$ cat src/rtl/vram_arbiter_pkg.sv
// Shared definitions for the video RAM arbiter: arbiter FSM states and
// default address/data widths of the external video RAM.
package vram_arbiter_pkg;

   localparam int ADDR_W_DEF = 13;
   localparam int DATA_W_DEF = 8;

   typedef enum logic [2:0] {
      ST_IDLE     = 3'd0,
      ST_DISP_RD  = 3'd1,
      ST_DISP_CAP = 3'd2,
      ST_CPU_WR   = 3'd3,
      ST_CPU_RD   = 3'd4,
      ST_CPU_CAP  = 3'd5
   } arb_state_e;

endpackage

$ cat src/rtl/vram_arbiter.sv
// Video RAM arbiter: shares one single-port synchronous RAM between the
// display fetch path (DA/DD, highest priority) and a request/ack CPU port.
// A started CPU access always runs to completion before a display fetch.
module vram_arbiter
   import vram_arbiter_pkg::*;
#(
   parameter int ADDR_W = ADDR_W_DEF,
   parameter int DATA_W = DATA_W_DEF
) (
   input  logic              clk_25,
   input  logic              reset,
   input  logic [ADDR_W-1:0] DA,
   output logic [DATA_W-1:0] DD,
   input  logic              cpu_req,
   input  logic              cpu_we,
   input  logic [ADDR_W-1:0] cpu_addr,
   input  logic [DATA_W-1:0] cpu_wdata,
   output logic              cpu_ack,
   output logic [DATA_W-1:0] cpu_rdata,
   output logic [ADDR_W-1:0] mem_addr,
   output logic              mem_we,
   output logic [DATA_W-1:0] mem_wdata,
   input  logic [DATA_W-1:0] mem_rdata
);

   arb_state_e        state_q;
   arb_state_e        state_d;
   logic [ADDR_W-1:0] da_q;
   logic [ADDR_W-1:0] fetch_q;
   logic              disp_pend_q;
   logic              disp_pend_d;
   logic [DATA_W-1:0] dd_q;
   logic [DATA_W-1:0] rdata_q;
   logic              ack_q;
   logic              da_changed_s;
   logic [ADDR_W-1:0] mem_addr_s;
   logic              mem_we_s;
   logic [DATA_W-1:0] mem_wdata_s;

   assign da_changed_s = (DA != da_q);

   // FSM state register
   always_ff @(posedge clk_25) begin
      if (reset) begin
         state_q <= ST_IDLE;
      end else begin
         state_q <= state_d;
      end
   end

   // FSM next state: display first, no CPU start while the previous ack is out
   always_comb begin
      state_d = state_q;
      case (state_q)
         ST_IDLE: begin
            if (disp_pend_q) begin
               state_d = ST_DISP_RD;
            end else if (cpu_req && !ack_q) begin
               if (cpu_we) begin
                  state_d = ST_CPU_WR;
               end else begin
                  state_d = ST_CPU_RD;
               end
            end else begin
               state_d = ST_IDLE;
            end
         end
         ST_DISP_RD:  state_d = ST_DISP_CAP;
         ST_DISP_CAP: state_d = ST_IDLE;
         ST_CPU_WR:   state_d = ST_IDLE;
         ST_CPU_RD:   state_d = ST_CPU_CAP;
         ST_CPU_CAP:  state_d = ST_IDLE;
         default:     state_d = ST_IDLE;
      endcase
   end

   // FSM outputs: RAM port drive; reset blocks a write still in flight
   always_comb begin
      mem_addr_s  = {ADDR_W{1'b0}};
      mem_we_s    = 1'b0;
      mem_wdata_s = {DATA_W{1'b0}};
      if (reset) begin
         mem_we_s = 1'b0;
      end else begin
         case (state_q)
            ST_DISP_RD: begin
               mem_addr_s = da_q;
            end
            ST_CPU_WR: begin
               mem_addr_s  = cpu_addr;
               mem_wdata_s = cpu_wdata;
               mem_we_s    = 1'b1;
            end
            ST_CPU_RD: begin
               mem_addr_s = cpu_addr;
            end
            default: begin
               mem_addr_s = {ADDR_W{1'b0}};
            end
         endcase
      end
   end

   // Display pending flag: set on any DA change; cleared only when the
   // captured fetch matches the current, unchanged display address
   always_comb begin
      if (da_changed_s) begin
         disp_pend_d = 1'b1;
      end else if ((state_q == ST_DISP_CAP) && (fetch_q == da_q)) begin
         disp_pend_d = 1'b0;
      end else begin
         disp_pend_d = disp_pend_q;
      end
   end

   // Display address tracking and fetch bookkeeping
   always_ff @(posedge clk_25) begin
      if (reset) begin
         da_q        <= {ADDR_W{1'b0}};
         fetch_q     <= {ADDR_W{1'b0}};
         disp_pend_q <= 1'b1;
      end else begin
         da_q        <= DA;
         disp_pend_q <= disp_pend_d;
         if (state_q == ST_DISP_RD) begin
            fetch_q <= da_q;
         end else begin
            fetch_q <= fetch_q;
         end
      end
   end

   // Data capture registers and completion pulse
   always_ff @(posedge clk_25) begin
      if (reset) begin
         dd_q    <= {DATA_W{1'b0}};
         rdata_q <= {DATA_W{1'b0}};
         ack_q   <= 1'b0;
      end else begin
         ack_q <= (state_q == ST_CPU_WR) || (state_q == ST_CPU_CAP);
         if (state_q == ST_DISP_CAP) begin
            dd_q <= mem_rdata;
         end else begin
            dd_q <= dd_q;
         end
         if (state_q == ST_CPU_CAP) begin
            rdata_q <= mem_rdata;
         end else begin
            rdata_q <= rdata_q;
         end
      end
   end

   assign DD        = dd_q;
   assign cpu_rdata = rdata_q;
   assign cpu_ack   = ack_q;
   assign mem_addr  = mem_addr_s;
   assign mem_we    = mem_we_s;
   assign mem_wdata = mem_wdata_s;

endmodule

$ cat config.mk
export PLATFORM = sky130hd
export DESIGN_NAME = vram_arbiter
export DESIGN_NICKNAME = d
export VERILOG_FILES = /design/src/rtl/vram_arbiter_pkg.sv /design/src/rtl/vram_arbiter.sv
export SDC_FILE = /design/constraint.sdc
export NUM_CORES = 1
export LEC_CHECK = 0
export BUFFER_PORTS_ARGS = -buffer_cell sky130_fd_sc_hd__buf_2
export CAP_MARGIN = 20
export CORE_MARGIN = 8
export CORE_UTILIZATION = 43
export DETAILED_ROUTE_END_ITERATION = 6
export GPL_TIMING_DRIVEN = 0
export PLACE_DENSITY = 0.77
export SYNTH_ARGS = -nofsm -noshare
export SYNTH_HDL_FRONTEND = slang
export SYNTH_SLANG_ARGS = --single-unit
$ cat constraint.sdc
create_clock -name clk_25 -period 1.34 [get_ports clk_25]
set_input_delay 0.067 -clock clk_25 [delete_from_list [all_inputs] [get_ports clk_25]]
set_output_delay 0.067 -clock clk_25 [all_outputs]
set_load 0.005 [all_outputs]
==> flow_metrics.tcl, run 1 <==
set metrics [dict create \
    drtAntennaViolNets 0 \
    worst-setup-path-type "reg -> out" \
    outcome "finished, violations left" \
    cts_made_buffers 5 \
    p_per_area_mw_per_mm2 1030 \
    synth_most_common_cell "dfxtp_1" \
    violations "negative setup slack" \
    fp.dieH_um 85.0 \
    core-area_mm2 0.00466 \
    path_clk_slew_ns 0.09 \
    fp.dieW_um 85.0 \
    place.gp.congestion 0.810 \
    endpoint_kind "output port" \
    hold_viol_final 0 \
    syn_nets 279 \
    synth_edf_count 0 \
    numPortBuffers 84 \
    layout_min_cycle_time_ns 1.59 \
    rows 25 \
    grt_max_degree 16 \
    wl_um 5840 \
    route.detailed.drc 0 \
    synth_area_leaders "dfxtp_1 46%, mux2i_1 7.8%, nand2_1 7.3%, a21oi_1 6.6%, xnor2_1 5.6%" \
    max_clock_freq_mhz 629 \
    fin_nets 383 \
    clk_path_buf_depth 2 \
    vdd_drop_max_mv 0.671 \
    syn_avg_cell_area_um2 8.80 \
    dr.pass1.iters 4 \
    tightest_slew_ns 0.624 \
    reg2reg_slack_ns -0.17 \
    yosysWarnings 0 \
    die_area_mm2 0.00723 \
    final_core_util_pct 61.4 \
    synth_top_area_share_pct 45.9 \
    wl_per_cell_um 14.9 \
    pin_count 85 \
    grt_pass1_wl_um 9070 \
    hp-class "in -> reg" \
    cap_violations 0 \
    whs_ns 0.00441 \
    worstPathRequired_ns 1.27 \
    synth_common_cells "47 x dfxtp_1, 40 x nand2_1, 27 x a21oi_1" \
    syn_inst 233 \
    vias 1951 \
    fin_ws_ns -0.250 \
    relSlewSlack_pct 58.4 \
    ys_seq_elements 47 \
    crit_fanout 5 \
    p_leak_nw 1.35 \
    ctsHtreeMaxLevel 2 \
    via_per_inst 4.98 \
    cts-root-buf "clkbuf_8" \
    synthDistinctLibCells 28 \
    async_reset_ff_share_pct 0 \
    synth_top_area_cell "dfxtp_1" \
    diodes 0 \
    areaGrowthSynthToFinish_pct 39.7 \
    cts_tree "built" \
    yosysSeqAreaShare_pct 45.9 \
    syn-cell-area_mm2 0.00205 \
    setup_violations 22 \
    rsz0062_at_grt "yes" \
    finalClockSkew_ns 0.00955 \
    finalMaxSlewViolations 0 \
    start_kind "flop" \
    synthFlopType "dfxtp_1" \
    insertion_delay_ns 0.29 \
    initial_core_util_pct 44.0 \
    dp_hpwl_um 4220 \
    antenna_found_initial 0 \
    finalCritPeriodShare_pct 119 \
    grt.overflow.total 0 \
    p_total_mw 2.95 \
    worstPathArrival_ns 1.52 \
    drive_above_1_share_pct 40.5 \
    grt_pass1_vias 1913 \
    cts.sinks 47 \
    track_usage_pct 15.6 \
    drt_iter0_drc 93 \
]
[critical path: stages (launching register included)]
cell     delay, ns
dfxtp_4       0.37
nor2b_4       0.15
and2b_2       0.23
buf_6         0.16
nand2_2       0.08
a21oi_2       0.13
buf_2         0.12
[layout by cell type, fill, tap and decap left out, types with 2 or more instances in the layout]
| cell | n |
|---|---|
| nand2_2 | 7 |
| nor2_1 | 21 |
| buf_2 | 84 |
| mux2i_1 | 16 |
| xor2_1 | 13 |
| dfxtp_4 | 2 |
| a21oi_1 | 19 |
| a21oi_2 | 8 |
| buf_6 | 4 |
| dfxtp_1 | 44 |
| nand2_1 | 33 |
| nand4_1 | 4 |
| and3b_2 | 2 |
| clkbuf_1 | 5 |
| buf_4 | 10 |
| nand3b_1 | 2 |
| nor4_1 | 3 |
| nor2b_1 | 13 |
| clkbuf_8 | 5 |
| clkbuf_4 | 2 |
| xnor2_1 | 13 |
| and2_1 | 8 |
[flip-flops by register name, summed over array words and instances (netlist names)]
| name | count |
|---|---|
| cpu_rdata | 8 |
| DD | 8 |
| disp_pend_q | 1 |
| cpu_ack | 1 |
| fetch_q | 13 |
| da_q | 13 |
| state_q | 3 |
[power breakdown]
| group | switching, mW | internal [mW] | leakage, nW |
|---|---|---|---|
| Sequential | 0.0472 | 1.45 | 0.386 |
| Clock | 0.475 | 0.556 | 0.0581 |
| Combinational | 0.208 | 0.220 | 0.903 |
| Total | 0.730 | 2.22 | 1.35 |
[through the flow]
stage	setup WS (ns)	cells	setup TNS [ns]	instance area, um^2
3_5_place_dp	-0.192	371	-4.34	2540
6_report	-0.250	392	-3.98	2860
2_1_floorplan	-0.0307	233	-0.0307	2050
5_1_grt	-0.352	392	-6.29	2860
4_1_cts	-0.240	388	-3.98	2780
3_3_place_gp	-0.172	371	-3.62	2540
[timing repair]
action | 4_1_cts | 5_1_grt
hold buffers | 0 | 1
resized for setup | 23 | 14
gates cloned | 2 | 0
setup endpoints to repair | 38 | 31
hold endpoints to repair | 0 | 1
setup buffers | 8 | 3
pin swaps | 12 | 6
[final timing paths]
check | start | endpoint | cells past startpoint
min | DA[4] | da_q[4] | 2
max reg2reg | state_q[0] | disp_pend_q | 6
min reg2reg | fetch_q[7] | fetch_q[7] | 2
max | state_q[0] | mem_addr[7] | 6
[metal layers]
metal  track usage, %  part of all wire (%)
met5                0                     0
met4             7.12                   1.3
met3             3.67                   6.3
met2             26.5                    50
met1             18.0                    43
[cell families after synthesis]
family	count (synthesis)	share of synthesized area [%]
AOI/OAI and AO/OA	31	8.00
xor gates and xnor gates	26	11.1
buffers and inverters	12	2.75
DFF	47	45.9
muxes	16	7.81
and+or+nand+nor	101	24.4
[cell type report]
class	count	area, um^2
fillers	416	1800
multi-input cells	175	1120
flip-flops and latches	47	950
repair buffers	97	537
plain buffers	11	72.6
clock buffers	5	68.8
well taps	54	67.6
clock inverters	3	43.8
Power figures use the tool's default switching activity.
==> run 2: changes to the inputs <==
Settings changed: CORE_MARGIN 8 to 2, SETUP_SLACK_MARGIN set to 0.3.
==> run 2 against run 1 <==
Net effect: the run still ends with negative setup slack left; die area fell by 26%; final area up 6.5%; combinational power increased by 17%; maximum frequency is 1.6% lower; clock skew shrank 0.0078 ns; clock power fell by 19%; via count is 3.0% higher; non-clock buffer count grew 4; sequential power barely moved; sequential cell count is the same; critical path type unchanged; critical endpoint is now mem_addr[11]; largest cell class unchanged.
==> flow_metrics.tcl, run 2 (synthesis results as in run 1) <==
set metrics [dict create \
    finalMaxSlewViolations 0 \
    fp.dieW_um 73.0 \
    track_usage_pct 20.6 \
    setup_violations 23 \
    violations "negative setup slack" \
    final-instance-count-excl-fill 395 \
    largest_registers "da_q x13, fetch_q x13" \
    p_sw_mw 0.767 \
    dp_cells 371 \
    p_leak_nw 1.40 \
    grt.overflow.total 0 \
    fin_ws_ns -0.276 \
    post_dp_cell_area_mm2 0.00257 \
    vdd_drop_max_mv 0.609 \
    multi_input_area_mm2 0.00120 \
    stdcell_area_mm2 0.00305 \
    vias 2010 \
    critical_path.top_delay_family "simple AND/OR/NAND/NOR gates" \
    start_kind "flop" \
    worstPathRequired_ns 1.27 \
    drtAntennaViolNets 0 \
    areaGrowthSynthToFinish_pct 48.8 \
    pwr-share-clk_pct 29.4 \
    relSlewSlack_pct 52.3 \
    pin_count 85 \
    fin_nets 386 \
    finalClockSkew_ns 0.00176 \
    cts.sinks 47 \
    route.detailed.drc 0 \
    whs_ns 0.00346 \
    grt_pass1_vias 1788 \
    cts_tree "built" \
    place.gp.congestion 0.823 \
    tightest_slew_ns 0.716 \
    core-area_mm2 0.00466 \
    rows 25 \
    diodes 0 \
    fp.dieH_um 73.0 \
    p_per_area_mw_per_mm2 929 \
    crit_fanout 5 \
    wl_um 5950 \
    via_per_inst 5.09 \
    finalCritPeriodShare_pct 121 \
    pwr-share-comb_pct 17.7 \
    ctsHtreeMaxLevel 2 \
    initial_core_util_pct 44.0 \
    dp_hpwl_um 3810 \
    drive_above_1_share_pct 47.8 \
    numPortBuffers 84 \
    insertion_delay_ns 0.30 \
    antenna_found_initial 0 \
    rsz0062_at_grt "yes" \
    cts_made_buffers 5 \
    swShare_pct 27.1 \
    critical_path.max_stage_delay_ns 0.37 \
    crit_path_cell_trace "nor2b_4 > and2b_2 > buf_6 > nand2_2 > a21oi_2 > buf_2" \
    seqPwrFrac_pct 52.9 \
    path_clk_slew_ns 0.08 \
    final_cell_mix "75 x buf_2, 38 x dfxtp_1, 29 x nand2_1" \
    dr.pass1.iters 4 \
    die_area_mm2 0.00533 \
    ff_latch_area_um2 957 \
    fillCellCount 369 \
    final_common_cell "buf_2" \
    grt_max_degree 15 \
    worstPathArrival_ns 1.55 \
    cap_violations 0 \
    grt_pass1_wl_um 8480 \
    outcome "finished, violations left" \
    layout_min_cycle_time_ns 1.62 \
    drt_iter0_drc 158 \
    endpoint_kind "output port" \
    wl_per_cell_um 15.1 \
    hold_viol_final 0 \
    p_int_mw 2.07 \
    crit_buf_inv 2 \
    hp-class "in -> reg" \
    cts-root-buf "clkbuf_8" \
    clk_path_buf_depth 2 \
    cpMaxStageDelayCell "dfxtp_4" \
    max_clock_freq_mhz 619 \
    worst-setup-path-type "reg -> out" \
]
run 2: changes by cell type in the layout (fill, tap and decap cells not counted), moves of 3 or more:
cell	change
buf_4	-3
buf_6	+12
and2_1	-8
nand2_2	+3
buf_8	+4
nand2_1	-4
dfxtp_2	+6
a21oi_2	+3
buf_2	-9
and2_4	+8
a21oi_1	-3
dfxtp_1	-6
run 2: area by class of cell:
| class | count | share of cell area (%) |
|---|---|---|
| clock buffers | 5 | 2.26 |
| well taps | 54 | 2.21 |
| flip-flops and latches | 47 | 31.4 |
| repair buffers | 100 | 21.2 |
| multi-input cells | 174 | 39.2 |
| clock inverters | 3 | 0.492 |
| plain buffers | 12 | 3.20 |
run 2: path summary, 6_finish.rpt:
| path | slack, ns | startpoint | cells past startpoint | end |
|---|---|---|---|---|
| max | -0.28 | state_q[0] | 6 | mem_addr[11] |
| min | 0.003 | DA[8] | 2 | da_q[8] |
| max reg2reg | -0.16 | state_q[0] | 6 | disp_pend_q |
| min reg2reg | 0.47 | fetch_q[10] | 2 | fetch_q[10] |
run 2: routing by layer:
metal / share of wire (%) / vias to the layer above / global-route usage [%]
li1: - / 982 / -
met5: 0 / - / 0
met3: 6.9 / 10 / 3.45
met1: 40 / 946 / 26.1
met2: 52 / 72 / 35.6
met4: 1.4 / 0 / 6.38
run 2: power groups by stage:
stage,sequential (mW),combinational [mW],clock (mW)
after detailed placement,1.53,0.365,0
after floorplan,1.52,0.209,0
after CTS,1.49,0.424,0.848
after global placement,1.52,0.357,0
after global routing,1.51,0.538,0.903
final,1.50,0.502,0.833
run 2: worst register-to-register path, stage by stage (launching register included):
cell and delay, ns:
dfxtp_4 0.36, buf_4 0.14, nor3b_2 0.17, buf_6 0.13, nand2_2 0.04, or4_1 0.39
a21o_1 0.16
run 2: per-stage QoR:
step,setup WS (ns),power [mW],util (%),TNS (ns)
6_report,-0.276,2.83,65.4,-4.46
5_1_grt,-0.338,2.95,65.4,-6.19
4_1_cts,-0.223,2.77,61.7,-3.79
3_5_place_dp,-0.138,1.89,55.1,-0.511
3_3_place_gp,-0.125,1.88,55.1,-0.323
2_1_floorplan,-0.0307,1.73,-,-0.0307
run 2: timing repair:
action                                  4_1_cts  5_1_grt
resized for setup                            41       33
setup buffers                                 5        5
endpoints found under the setup margin       55       56
gates cloned                                  2        1
hold buffers                                  3        0
hold endpoints to repair                      3        0
pin swaps                                    18        6
